[src/rtl/pipeline_ctrl.sv]
// Pipeline hazard/stall controller: resolves memory waits, halt drain, branch
// flush, load-use interlock and fetch misses into per-stage enables and flushes.
module pipeline_ctrl #(
  parameter int CNTW = 16
) (
  input  logic            CLK,
  input  logic            nRST,
  input  logic            ihit,
  input  logic            dhit,
  input  logic            dren_mem,
  input  logic            dwen_mem,
  input  logic            memread_ex,
  input  logic [4:0]      rt_ex,
  input  logic [4:0]      rs_id,
  input  logic [4:0]      rt_id,
  input  logic            uses_rt_id,
  input  logic            branch_ex,
  input  logic            halt_mem,
  output logic            pc_en,
  output logic            en_ifid,
  output logic            en_idex,
  output logic            en_exmem,
  output logic            en_memwb,
  output logic            flush_ifid,
  output logic            flush_idex,
  output logic            flush_exmem,
  output logic            halt,
  output logic [CNTW-1:0] stall_cnt,
  output logic [1:0]      dbg_state
);

  typedef enum logic [1:0] {
    RUN    = 2'd0,
    DRAIN  = 2'd1,
    HALTED = 2'd2
  } state_t;

  state_t state, next_state;

  logic memwait;
  logic loaduse;
  logic stall_inc;

  logic pc_en_c;
  logic en_ifid_c, en_idex_c, en_exmem_c, en_memwb_c;
  logic flush_ifid_c, flush_idex_c, flush_exmem_c;
  logic halt_c;

  assign memwait = (dren_mem | dwen_mem) & ~dhit;
  assign loaduse = memread_ex & (rt_ex != 5'd0) &
                   ((rt_ex == rs_id) | (uses_rt_id & (rt_ex == rt_id)));

  assign dbg_state = state;

  // State register
  always_ff @(posedge CLK or negedge nRST) begin
    if (!nRST) begin
      state <= RUN;
    end else begin
      state <= next_state;
    end
  end

  // Next-state logic: HALTED is only left through reset
  always_comb begin
    next_state = state;
    case (state)
      RUN: begin
        if (!memwait && halt_mem) begin
          next_state = DRAIN;
        end
      end
      DRAIN:   next_state = HALTED;
      HALTED:  next_state = HALTED;
      default: next_state = RUN;
    endcase
  end

  // Output logic; each RUN branch sets only the enables/flushes it needs
  always_comb begin
    pc_en_c       = 1'b0;
    en_ifid_c     = 1'b0;
    en_idex_c     = 1'b0;
    en_exmem_c    = 1'b0;
    en_memwb_c    = 1'b0;
    flush_ifid_c  = 1'b0;
    flush_idex_c  = 1'b0;
    flush_exmem_c = 1'b0;
    halt_c        = 1'b0;
    case (state)
      RUN: begin
        if (memwait) begin
          // full freeze: everything already defaulted to 0
        end else if (halt_mem) begin
          en_memwb_c    = 1'b1;
          flush_ifid_c  = 1'b1;
          flush_idex_c  = 1'b1;
          flush_exmem_c = 1'b1;
        end else if (branch_ex) begin
          pc_en_c      = 1'b1;
          flush_ifid_c = 1'b1;
          flush_idex_c = 1'b1;
          en_exmem_c   = 1'b1;
          en_memwb_c   = 1'b1;
        end else if (loaduse) begin
          flush_idex_c = 1'b1;
          en_exmem_c   = 1'b1;
          en_memwb_c   = 1'b1;
        end else if (!ihit) begin
          flush_ifid_c = 1'b1;
          en_idex_c    = 1'b1;
          en_exmem_c   = 1'b1;
          en_memwb_c   = 1'b1;
        end else begin
          pc_en_c    = 1'b1;
          en_ifid_c  = 1'b1;
          en_idex_c  = 1'b1;
          en_exmem_c = 1'b1;
          en_memwb_c = 1'b1;
        end
      end
      DRAIN: begin
        flush_ifid_c  = 1'b1;
        flush_idex_c  = 1'b1;
        flush_exmem_c = 1'b1;
        halt_c        = 1'b1;
      end
      HALTED: begin
        halt_c = 1'b1;
      end
      default: begin
        halt_c = 1'b0;
      end
    endcase
  end

  // Outputs are forced quiet while reset is held
  assign pc_en       = pc_en_c       & nRST;
  assign en_ifid     = en_ifid_c     & nRST;
  assign en_idex     = en_idex_c     & nRST;
  assign en_exmem    = en_exmem_c    & nRST;
  assign en_memwb    = en_memwb_c    & nRST;
  assign flush_ifid  = flush_ifid_c  & nRST;
  assign flush_idex  = flush_idex_c  & nRST;
  assign flush_exmem = flush_exmem_c & nRST;
  assign halt        = halt_c        & nRST;

  // The halt_mem cycle holds the PC but is a drain, not a stall
  assign stall_inc = (state == RUN) & ~pc_en_c & ~(halt_mem & ~memwait);

  always_ff @(posedge CLK or negedge nRST) begin
    if (!nRST) begin
      stall_cnt <= '0;
    end else if (stall_inc && (stall_cnt != {CNTW{1'b1}})) begin
      stall_cnt <= stall_cnt + 1'b1;
    end
  end

endmodule

[config.mk]
export PLATFORM = sky130hd
export DESIGN_NAME = pipeline_ctrl
export DESIGN_NICKNAME = d
export VERILOG_FILES = /design/src/rtl/pipeline_ctrl.sv
export SDC_FILE = /design/constraint.sdc
export NUM_CORES = 1
export LEC_CHECK = 0
export BUFFER_PORTS_ARGS = -buffer_cell sky130_fd_sc_hd__buf_2
export CAP_MARGIN = 10
export CELL_PAD_IN_SITES_DETAIL_PLACEMENT = 0
export CELL_PAD_IN_SITES_GLOBAL_PLACEMENT = 1
export CORE_MARGIN = 1.5
export CORE_UTILIZATION = 30
export DETAILED_ROUTE_END_ITERATION = 8
export PLACE_DENSITY = 0.71
export SYNTH_ARGS = -nofsm -noshare
export SYNTH_HDL_FRONTEND = slang
export SYNTH_SLANG_ARGS = --single-unit
[constraint.sdc]
create_clock -name CLK -period 4.76 [get_ports CLK]
set_input_delay 0.238 -clock CLK [delete_from_list [all_inputs] [get_ports CLK]]
set_output_delay 0.238 -clock CLK [all_outputs]
set_load 0.05 [all_outputs]
**After elaboration in Yosys (flattened, before gate mapping)**

Index checks and enable logic that the tools add are counted.

- Logic and storage cells: 74
- Input bits: 25
- Register bits after elaboration: 18
- Output and inout port bits: 27

- Add/subtract/negate cells: 1
- Mux-type cells: 37
- Reductions and logical operators: 6
- Bitwise operators: 22
- Equality and inequality tests: 6

Operators with widths:

| kind | number |
|---|---|
| $mux W1 | 32 |
| $add A16 B1 Y16 const B | 1 |
| $and A1 B1 Y1 | 16 |
| $ne A16 B16 Y1 const B | 1 |
| $eq A5 B5 Y1 | 2 |
| $pmux W1 S2 | 3 |
| $reduce_bool A5 Y1 | 1 |
| $not A1 Y1 | 4 |
| $pmux W2 S2 | 1 |
| $eq A2 B1 Y1 const B | 1 |
| $eq A2 B2 Y1 const B | 1 |
| $logic_and A1 B1 Y1 | 2 |
| $logic_not A2 Y1 | 1 |
| $mux W2 | 1 |
| $ne A2 B2 Y1 const B | 1 |
| $or A1 B1 Y1 | 2 |
| $reduce_or A2 Y1 | 1 |
| $logic_not A1 Y1 | 1 |

**Logic depth before layout (Yosys ltp)**

- Depth in word-level cells: 13
- Gate-level depth with buffers: 7
- Depth with buffers taken out: 6

**Least setup slack after synthesis**

OpenSTA, ideal clock, no wires.

- Kind: reg-to-output
- From: register state[1], in the netlist dbg_state[1]
- To: output port en_ifid
- Path buffers: 0
- Path slack: 1290 ps
- Stages on the path, launching flop included: 6
- Arrival: 3232 ps
- Data required time: 4522 ps
- Cell sequence: dfrtp_1 > inv_1 > ha_1 > nand3_1 > nor4_1 > and2_1

- Cells in the longest elaborated chain, start to end: 3

Ends and longest elaborated chain:

| item | RTL line | text |
|---|---|---|
| start: declaration | 38 | `state_t state, next_state;` |
| start signal: assignment | 60 | `state <= next_state;` |
| $logic_not A2 Y1 | 90 | `case (state)` |
| $mux W1 | 90 |  |
| $and A1 B1 Y1 | 139 | `assign en_ifid = en_ifid_c & nRST;` |
| end: declaration | 20 | `output logic en_ifid,` |

Every way passes these cells.

**Worst setup path after layout**

- From: input port nRST
- To: output port en_ifid

- Cells in the longest elaborated chain, start to end: 1

Ends and longest elaborated chain:

| item | RTL line | text |
|---|---|---|
| start: declaration | 7 | `input logic nRST,` |
| $and A1 B1 Y1 | 139 |  |

Every way passes these cells.

==> impl_metrics.toml <==
[status]
status = "finished clean"

[sta]
fmax_mhz = 420
final.setup.worst_slack_ns = 2.38
worst_slew_margin_rel_pct = 69.8
rsz0062_at_grt = "false"
clock_skew_ns = 0.00173
min_period_ns = 2.38
tightest_slew_ns = 0.452
hold_viol = 0
period_share_pct = 50.1
whs_ns = 0.331
tns_ns = 0
final-setup-viol-count = 0
slew_viol_final = 0

[clock_tree]
cts-resized-gates = 0
cts_setup_buffers = 0
clkSinkCount = 18
max-clock-path-buffers = 2
cts.hold.buffers_added = 1
htree_levels = 1
cts_tree = "built"
cts_made_buffers = 3
insertion_delay_ns = 0.25
clk_pin_slew_ns = 0.06
clockRootBuffer = "clkbuf_8"

[global_route]
grt_pass1_vias = 990
grt_overflow = 0
grt_max_degree = 22
grt_usage_pct = 12.3
antenna_found_initial = 0
grt_pass1_wl_um = 4060

[final_layout]
n_fill_cell = 352
num_antenna_cells = 0
seq_area_um2 = 450
drive_above_1_share_pct = 35.3
stdcell_count = 213
nets = 197
multi_input_area_um2 = 634
syn_to_final_growth_pct = 31.2

[power_and_ir_drop]
vdd_drop_max_mv = 0.455
power_leakage_nw = 0.743
pwr-share-seq_pct = 30.8
swShare_pct = 50.2
p_sw_uw = 351
p_int_uw = 348
power.share.clock_pct = 14.7
comb_power_share_pct = 54.6
total_power_uw = 699
powerDensity_mw_per_mm2 = 478

[place]
port_buffers = 51
place.gp.congestion = 0.746
dpl_worst_slack_ns = 2.60
dp.cells = 209
dp_hpwl_um = 1920

[yosys]
postSynthCellCount = 114
synth_area_mm2 = 0.00112
synth_common_cells = "25 x xnor2_1, 18 x dfrtp_1, 12 x nand4_1, 10 x nand2_1, 7 x and3_1"
yosys-top-cells-area = "dfrtp_1 40%, xnor2_1 20%, nand4_1 6.7%"
synth_cell_types = 30
ys_async_sr_fraction_pct = 100
synth_fp_nets = 142
yosysSeqAreaShare_pct = 40.4
yosysTopAreaCell = "dfrtp_1"
synth.most_common_cell = "xnor2_1"
synth_edf_count = 0
ys_ff_latch = 18
synthFlopType = "dfrtp_1"
ys_warn_count = 0
syn_area_per_cell_um2 = 9.79
synth_largest_type_area_fraction_pct = 40.4

[floorplan]
start_util_pct = 32.4
row_count = 21
die_h_um = 64.0
core_area_mm2 = 0.00344
io_pins = 52
dieArea_mm2 = 0.00410
dieWidth_um = 64.0

[drt]
dr.pass1.iters = 3
dr_total_vias = 1003
drc_errors = 0
avgViaCountPerCell = 4.71
wl_um = 2440
routedWlPerCell_um = 11.5
ant_nets = 0
drt-initial-drc-count = 19

[worst_setup_path]
max_stage_delay_ns = 0.52
required_ns = 4.52
cp-end-kind = "output port"
path_max_fanout = 21
cp.arrival_ns = 2.15
reg2regPathDepth = 6
critPathSlowestCell = "dlygate4sd3_1"
start_kind = "input pin"
path_common_cell = "buf_2"
path_class = "input pin to output port"
cp_cell_sequence = "dlygate4sd3_1, buf_2, nand3_1, nor4_1, and2_1, buf_2"

[worst_hold_path]
whs_path_depth = 3
hp-class = "input pin to flop"

[run]
cap_violations = 0
-- layout by cell type, fill, tap and decap left out --
cell type	instances
and2_1	3
xnor2_1	25
inv_1	4
clkbuf_8	3
o21a_1	3
dlygate4sd3_1	1
and3_2	1
nor3_1	1
or4_1	1
and2_0	1
and2_2	1
nand3_1	5
nand2_1	10
nand3_2	1
and4_1	1
nor2_1	3
dfrtp_1	18
o21ai_0	3
nor4_1	1
buf_2	51
a22o_4	1
o22ai_1	1
mux2_2	1
nand2b_1	1
o21bai_1	1
a21boi_0	1
and3_1	7
ha_1	3
o31ai_1	1
nand4_1	12
nor2b_1	1
-- flip-flops by register name, summed over array words and instances (netlist names) --
signal,count
stall_cnt,16
dbg_state,2
-- logic make-up (layout without fill, tap and decap cells) --
family	Yosys count	count (layout)	share of synthesized area (%)
multiplexers	1	1	1.01
AO/OA/AOI/OAI	11	11	7.51
buffers and inverters	6	59	2.80
XOR/XNOR	25	25	19.6
flip-flops	18	18	40.4
AND/OR/NAND/NOR	50	50	25.3
adder cells (fa/ha/maj)	3	3	3.36
-- cell type report --
cell class              instances  share of cell area (%)
clock buffers                   3                    2.82
inverters                       4                    1.03
multi-input cells              90                    43.3
flip-flops and latches         18                    30.8
well taps                      46                    3.93
repair buffers                 52                    18.1
-- final timing paths --
path / startpoint / endpoint / slack [ns]
setup reg to reg: stall_cnt[4]$_DFFE_PN0P_ / stall_cnt[1]$_DFFE_PN0P_ / 2.85
min in group asynchronous: nRST / stall_cnt[13]$_DFFE_PN0P_ / 0.47
hold reg to reg: stall_cnt[8]$_DFFE_PN0P_ / stall_cnt[8]$_DFFE_PN0P_ / 0.49
hold / removal: halt_mem / dbg_state[0]$_DFFE_PN0P_ / 0.33
max in group asynchronous: nRST / stall_cnt[3]$_DFFE_PN0P_ / 3.98
setup / recovery: nRST / en_ifid / 2.38
-- per-stage QoR --
| stage | cell area, um2 | utilization (%) |
|---|---|---|
| floorplan | 1120 | - |
| detailed placement | 1410 | 41.0 |
| CTS | 1460 | 42.5 |
| global route | 1460 | 42.5 |
| global placement | 1410 | 41.0 |
| finish | 1460 | 42.5 |
-- power by group through the flow --
stage                     logic, mW  clock network (mW)  registers [mW]
after floorplan               0.193                   0           0.321
after global placement        0.381                   0           0.216
after detailed placement      0.385                   0           0.218
after CTS                     0.386               0.106           0.216
after global routing          0.411               0.111           0.222
final                         0.382               0.103           0.215
-- layer usage --
metal | track usage (%) | vias up | share of wire (%)
met3 | 2.11 | 4 | 9.8
met2 | 22.5 | 44 | 45
li1 | - | 508 | -
met4 | 4.08 | 0 | 0.94
met5 | 0 | - | 0
met1 | 14.2 | 447 | 44
-- critical path: cells and delay by family --
family / cells / cell delay [ns]
buffers and inverters: 3 / 1.16
and+or+nand+nor: 3 / 0.74
(Power assumes the default switching activity.)
